===== config.mk =====
export PLATFORM = sky130hd
export DESIGN_NAME = rotary_encoder_array
export DESIGN_NICKNAME = d
export VERILOG_FILES = /design/src/rtl/rotary_pkg.sv /design/src/rtl/input_debouncer.sv /design/src/rtl/rotary_encoder_array.sv
export SDC_FILE = /design/constraint.sdc
export NUM_CORES = 1
export LEC_CHECK = 0
export CAP_MARGIN = 20
export CORE_MARGIN = 4
export CORE_UTILIZATION = 60
export DETAILED_ROUTE_END_ITERATION = 10
export PLACE_DENSITY_LB_ADDON = 0.05
export SLEW_MARGIN = 20
export SYNTH_ARGS = -nofsm -noshare
export SYNTH_HDL_FRONTEND = slang
export SYNTH_SLANG_ARGS = --single-unit

===== constraint.sdc =====
create_clock -name clk -period 4.52 [get_ports clk]
set_clock_uncertainty 0.2 [all_clocks]
set_input_delay 0.904 -clock clk [delete_from_list [all_inputs] [get_ports clk]]
set_output_delay 0.904 -clock clk [all_outputs]
set_load 0.005 [all_outputs]

===== src/rtl/rotary_pkg.sv =====
// Shared FSM state encodings and default sizing for the rotary encoder array.
package rotary_pkg;
  localparam logic [1:0] IDLE    = 2'd0;
  localparam logic [1:0] A_FIRST = 2'd1;
  localparam logic [1:0] B_FIRST = 2'd2;
  localparam logic [1:0] WAIT    = 2'd3;

  localparam int DEF_DEBOUNCE_CYCLES = 1024;
  localparam int DEF_CNT_W           = 8;
endpackage


===== src/rtl/input_debouncer.sv =====
// 2-FF synchroniser plus stability counter for one active-low raw pin; idle/reset value is 1.
// Latency: a clean raw edge reaches clean DEBOUNCE_CYCLES+2 cycles later; no backpressure.
module input_debouncer
  import rotary_pkg::*;
#(
  parameter int DEBOUNCE_CYCLES = DEF_DEBOUNCE_CYCLES
) (
  input  logic clk,
  input  logic rst_n,
  input  logic raw,
  output logic clean
);
  localparam int CW = (DEBOUNCE_CYCLES > 1) ? $clog2(DEBOUNCE_CYCLES) : 1;
  localparam logic [CW-1:0] LAST = CW'(DEBOUNCE_CYCLES - 1);
  localparam logic [CW-1:0] ONE  = CW'(1);

  logic [1:0]    sync;
  logic [CW-1:0] cnt;

  // Any cycle of agreement restarts the stability window, so bounce never accumulates.
  always_ff @(posedge clk or negedge rst_n) begin
    if (!rst_n) begin
      sync  <= 2'b11;
      clean <= 1'b1;
      cnt   <= '0;
    end else begin
      sync <= {sync[0], raw};
      if (sync[1] == clean) begin
        cnt <= '0;
      end else if (cnt == LAST) begin
        clean <= sync[1];
        cnt   <= '0;
      end else begin
        cnt <= cnt + ONE;
      end
    end
  end
endmodule


===== src/rtl/rotary_encoder_array.sv =====
// Quadrature decoder array: debounced A/B/switch per channel -> up/down/press pulses; ROTARY_POSITION_EN adds position counters.
// Latency: raw edge to pulse is DEBOUNCE_CYCLES+3 cycles; no backpressure (pulses are fire-and-forget).
module rotary_encoder_array
  import rotary_pkg::*;
#(
  parameter int CHANNELS        = 2,
  parameter int DEBOUNCE_CYCLES = DEF_DEBOUNCE_CYCLES,
  parameter int CNT_W           = DEF_CNT_W
) (
  input  logic                      clk,
  input  logic                      rst_n,
  input  logic [CHANNELS-1:0]       in_a,
  input  logic [CHANNELS-1:0]       in_b,
  input  logic [CHANNELS-1:0]       switch,
  output logic [CHANNELS-1:0]       up,
  output logic [CHANNELS-1:0]       down,
  output logic [CHANNELS-1:0]       button,
  output logic [CHANNELS-1:0]       press,
  output logic [CHANNELS*CNT_W-1:0] position
);
  for (genvar ch = 0; ch < CHANNELS; ch++) begin : g_ch
    logic       da, db, ds;
    logic [1:0] st, st_nxt;
    logic       up_nxt, dn_nxt;
    logic       up_q, dn_q, press_q, sw_q;

    input_debouncer #(.DEBOUNCE_CYCLES(DEBOUNCE_CYCLES)) u_da (
      .clk(clk), .rst_n(rst_n), .raw(in_a[ch]), .clean(da));
    input_debouncer #(.DEBOUNCE_CYCLES(DEBOUNCE_CYCLES)) u_db (
      .clk(clk), .rst_n(rst_n), .raw(in_b[ch]), .clean(db));
    input_debouncer #(.DEBOUNCE_CYCLES(DEBOUNCE_CYCLES)) u_ds (
      .clk(clk), .rst_n(rst_n), .raw(switch[ch]), .clean(ds));

    // Inputs are active-low: 0 means the contact has closed.
    always_comb begin
      st_nxt = st;
      up_nxt = 1'b0;
      dn_nxt = 1'b0;
      case (st)
        IDLE: begin
          if (!da && !db)  st_nxt = WAIT;
          else if (!da)    st_nxt = A_FIRST;
          else if (!db)    st_nxt = B_FIRST;
        end
        A_FIRST: begin
          if (!db) begin
            up_nxt = 1'b1;
            st_nxt = WAIT;
          end else if (da) begin
            st_nxt = IDLE;
          end
        end
        B_FIRST: begin
          if (!da) begin
            dn_nxt = 1'b1;
            st_nxt = WAIT;
          end else if (db) begin
            st_nxt = IDLE;
          end
        end
        WAIT: begin
          if (da && db) st_nxt = IDLE;
        end
        default: st_nxt = IDLE;
      endcase
    end

    always_ff @(posedge clk or negedge rst_n) begin
      if (!rst_n) begin
        st      <= IDLE;
        up_q    <= 1'b0;
        dn_q    <= 1'b0;
        sw_q    <= 1'b1;
        press_q <= 1'b0;
      end else begin
        st      <= st_nxt;
        up_q    <= up_nxt;
        dn_q    <= dn_nxt;
        sw_q    <= ds;
        press_q <= sw_q & ~ds;
      end
    end

    assign up[ch]     = up_q;
    assign down[ch]   = dn_q;
    assign button[ch] = ~ds;
    assign press[ch]  = press_q;

`ifdef ROTARY_POSITION_EN
    localparam logic [CNT_W-1:0] ONE = CNT_W'(1);
    logic [CNT_W-1:0] pos_q;

    // Updates on the same edge the pulse rises, so position is current while up/down is high.
    always_ff @(posedge clk or negedge rst_n) begin
      if (!rst_n)      pos_q <= '0;
      else if (up_nxt) pos_q <= pos_q + ONE;
      else if (dn_nxt) pos_q <= pos_q - ONE;
    end

    assign position[ch*CNT_W +: CNT_W] = pos_q;
`else
    assign position[ch*CNT_W +: CNT_W] = '0;
`endif
  end
endmodule


==> flow_summary.yaml <==
grt:
  grt_max_degree: 79
  track_usage_pct: 16.58
  grt_pass1_vias: 2591
  grt_pass1_wl_mm: 11.26
  grt.overflow.total: 0
  antenna_found_initial: 0
logic_synthesis:
  synth_flop_cell: "dfrtp_1"
  async_reset_ff_share_pct: 100.0
  syn-cell-area_um2: 4006
  synth_area_leader_cell: "dfrtp_1"
  synth_top_area_share_pct: 43.72
  synth.area.top_cells: "dfrtp_1 (44%), dfstp_2 (13%), buf_4 (4.1%)"
  yosys_register_bits: 90
  avgSynthCellArea_um2: 10.86
  synth_cells: 369
  ys_warn_count: 0
  synth_edf_count: 0
  synth_cell_types: 27
  synth_commonest_cells: "dfrtp_1 (70), nor2_1 (34), a21oi_1 (30)"
  yosysSeqAreaShare_pct: 56.84
  post-synth-top-count-cell: "dfrtp_1"
placed_design:
  hpwlAfterDp_mm: 4.163
  io_buffers: 15
  place.gp.congestion: 0.7642
  place_area_um2: 4149
  dpl.cell_count: 455
floorplanning:
  rows: 29
  fp.coreArea_um2: 6422
  die_w_um: 89.72
  die_h_um: 89.72
  fp.dieArea_um2: 8049
  start_util_pct: 62.38
  io_pins: 32
setup_path:
  arrival_ps: 1420
  worstSetupPathType: "register to output port"
  crit_path_start_kind: "register"
  end_kind: "output port"
  crit_path_max_fanout: 6
  worstPathRequired_ps: 3420
power_and_ir_drop:
  seq_power_share_pct: 57.9
  p_int_w: 0.001134
  p_sw_share_pct: 22.32
  p_sw_w: 0.0003258
  combPwrFrac_pct: 4.5
  p_leak_nw: 1.777
  ir_worst_vdd_v: 0.0002049
  p_clk_share_pct: 37.7
  p_per_area_nw_per_um2: 335.2
cells_and_area:
  fin_area_um2: 4353
  multi_input_area_um2: 1568
  final.fill_count: 509
  register_area_um2: 2277
  area.growth.synth_to_final_pct: 8.651
  stdcell_count: 471
  drive_gt1_share_pct: 13.96
  final_nets: 403
  num_antenna_cells: 0
drt:
  drc: 0
  wl_mm: 6.097
  first_iter_violations: 150
  highest_layer: "met4"
  wl_met3_um: 189
  vias_per_cell: 5.607
  m1WireLength_mm: 2.941
  met2_length_mm: 2.908
  ant_nets: 0
  num_vias: 2641
  dr.pass1.iters: 4
  avgRoutedWirePerCell_um: 12.94
cts:
  cts_tree: "yes"
  cts_max_level: 3
  postCtsResizedCells: 0
  clkSinkCount: 90
  clockBufferDepth: 2
  cts_root_buf: "clkbuf_8"
  cts_setup_buffers: 0
  clk_pin_slew_ps: 90
  numCtsBuffers: 9
  cts_hold_buf: 0
  insertion_delay_ps: 340
sta:
  hold_viol: 0
  worst_slew_pin_slew_ps: 950.5
  tns_ps: 0
  layout_worst_path_cycle_share_pct: 55.78
  max_freq_ghz: 0.3967
  setup_violations: 0
  slew_violations: 0
  slew_headroom_pct: 36.63
  whs_ps: 158.5
  fin_crit_ps: 2521
  rsz0062_at_grt: "false"
run:
  maxCapViolations: 0
outcome:
  status: "completed"
hold_path:
  holdCritPathClass: "register to register"
## sequential cells by signal, summed over array words and instances, names as in the netlist
signal           cells
g_ch.dn_q            2
g_ch.u_db.sync       4
g_ch.u_db.clean      2
g_ch.up_q            2
g_ch.sw_q            2
g_ch.st              4
g_ch.u_ds.sync       4
g_ch.u_da.sync       4
g_ch.u_da.clean      2
g_ch.u_da.cnt       20
g_ch.u_ds.cnt       20
g_ch.press_q         2
g_ch.u_db.cnt       20
g_ch.u_ds.clean      2
## final timing paths
| check | start | to | slack (ps) | depth (start not counted) |
|---|---|---|---|---|
| setup / recovery | g_ch[1].u_ds.clean | button[1] | 2000 | 2 |
| hold reg to reg | g_ch[1].u_db.sync[0] | g_ch[1].u_db.sync[1] | 160 | 0 |
| min in group asynchronous | rst_n | g_ch[1].u_da.cnt[7] | 500 | 1 |
| max in group asynchronous | rst_n | g_ch[1].u_db.sync[0] | 2770 | 2 |
| setup reg to reg | g_ch[1].u_ds.cnt[0] | g_ch[1].u_ds.cnt[3] | 2690 | 4 |
| hold / removal | g_ch[1].u_db.sync[0] | g_ch[1].u_db.sync[1] | 160 | 0 |
## worst max-delay path, cell delays in order (launching register included)
cell	delay (ps)
dfstp_2	590
inv_1	50
clkdlybuf4s50_1	430
## metal layers
metal | vias up | GRT usage [%]
met5 | - | 0
met4 | 0 | 6.386
met2 | 31 | 27.01
met3 | 5 | 3.005
li1 | 1323 | -
met1 | 1282 | 22.28
## final cells by class
cell class / count / area share, %
sequential: 90 / 52.31
multi-input combinational: 258 / 36.02
timing repair buffer: 16 / 3.564
clock buffer: 11 / 3.478
tap: 77 / 2.213
clock inverter: 5 / 1.207
inverter: 14 / 1.207
## cells in the final DEF, fill, tap and decap left out
| cell | count |
|---|---|
| o31ai_2 | 3 |
| conb_1 | 16 |
| nand3_1 | 24 |
| clkinv_2 | 3 |
| nand2_1 | 19 |
| and4_2 | 1 |
| dfstp_2 | 20 |
| nor3_1 | 3 |
| buf_4 | 2 |
| or3_2 | 1 |
| o31ai_1 | 12 |
| nor2b_1 | 2 |
| clkdlybuf4s50_1 | 14 |
| o21ai_0 | 18 |
| nand2b_1 | 4 |
| and4_1 | 5 |
| xor2_1 | 15 |
| nand4_1 | 12 |
| a31o_2 | 3 |
| bufinv_16 | 1 |
| inv_1 | 14 |
| a21oi_1 | 30 |
| nor2_1 | 34 |
| nand3_2 | 3 |
| clkbuf_8 | 11 |
| ha_1 | 6 |
| mux2_2 | 6 |
| or4_1 | 12 |
| dfrtp_1 | 70 |
| clkinvlp_4 | 1 |
| or3_1 | 17 |
| xnor2_1 | 12 |
## cell families (layout without fill, tap and decap cells)
logic type / after synthesis / after routing / synth area share (%)
muxes: 6 / 6 / 1.686
AOI/OAI and AO/OA: 66 / 66 / 9.838
DFF: 90 / 90 / 56.84
xor gates and xnor gates: 27 / 27 / 5.903
buffers and inverters: 36 / 46 / 5.434
other: 1 / 16 / 0.09360
adders and majority gates: 6 / 6 / 1.874
and+or+nand+nor: 137 / 137 / 18.33
## power groups by stage
stage | Sequential, W | Combinational [W] | Clock [W]
global route | 0.000849 | 0.0000769 | 0.000605
CTS | 0.000845 | 0.0000665 | 0.000570
floorplan | 0.000857 | 0.0000468 | 0
finish | 0.000845 | 0.0000650 | 0.000550
detailed placement | 0.000860 | 0.0000663 | 0
global placement | 0.000860 | 0.0000650 | 0
## stage by stage
stage          util [%]  setup slack, ps  total power [W]
2_1_floorplan         -             2807        0.0009035
3_3_place_gp      64.60             2377        0.0009245
3_5_place_dp      64.60             2360        0.0009267
4_1_cts           67.78             1980         0.001482
5_1_grt           67.78             1958         0.001530
6_report          67.78             1999         0.001459
(Power assumes the default switching activity.)
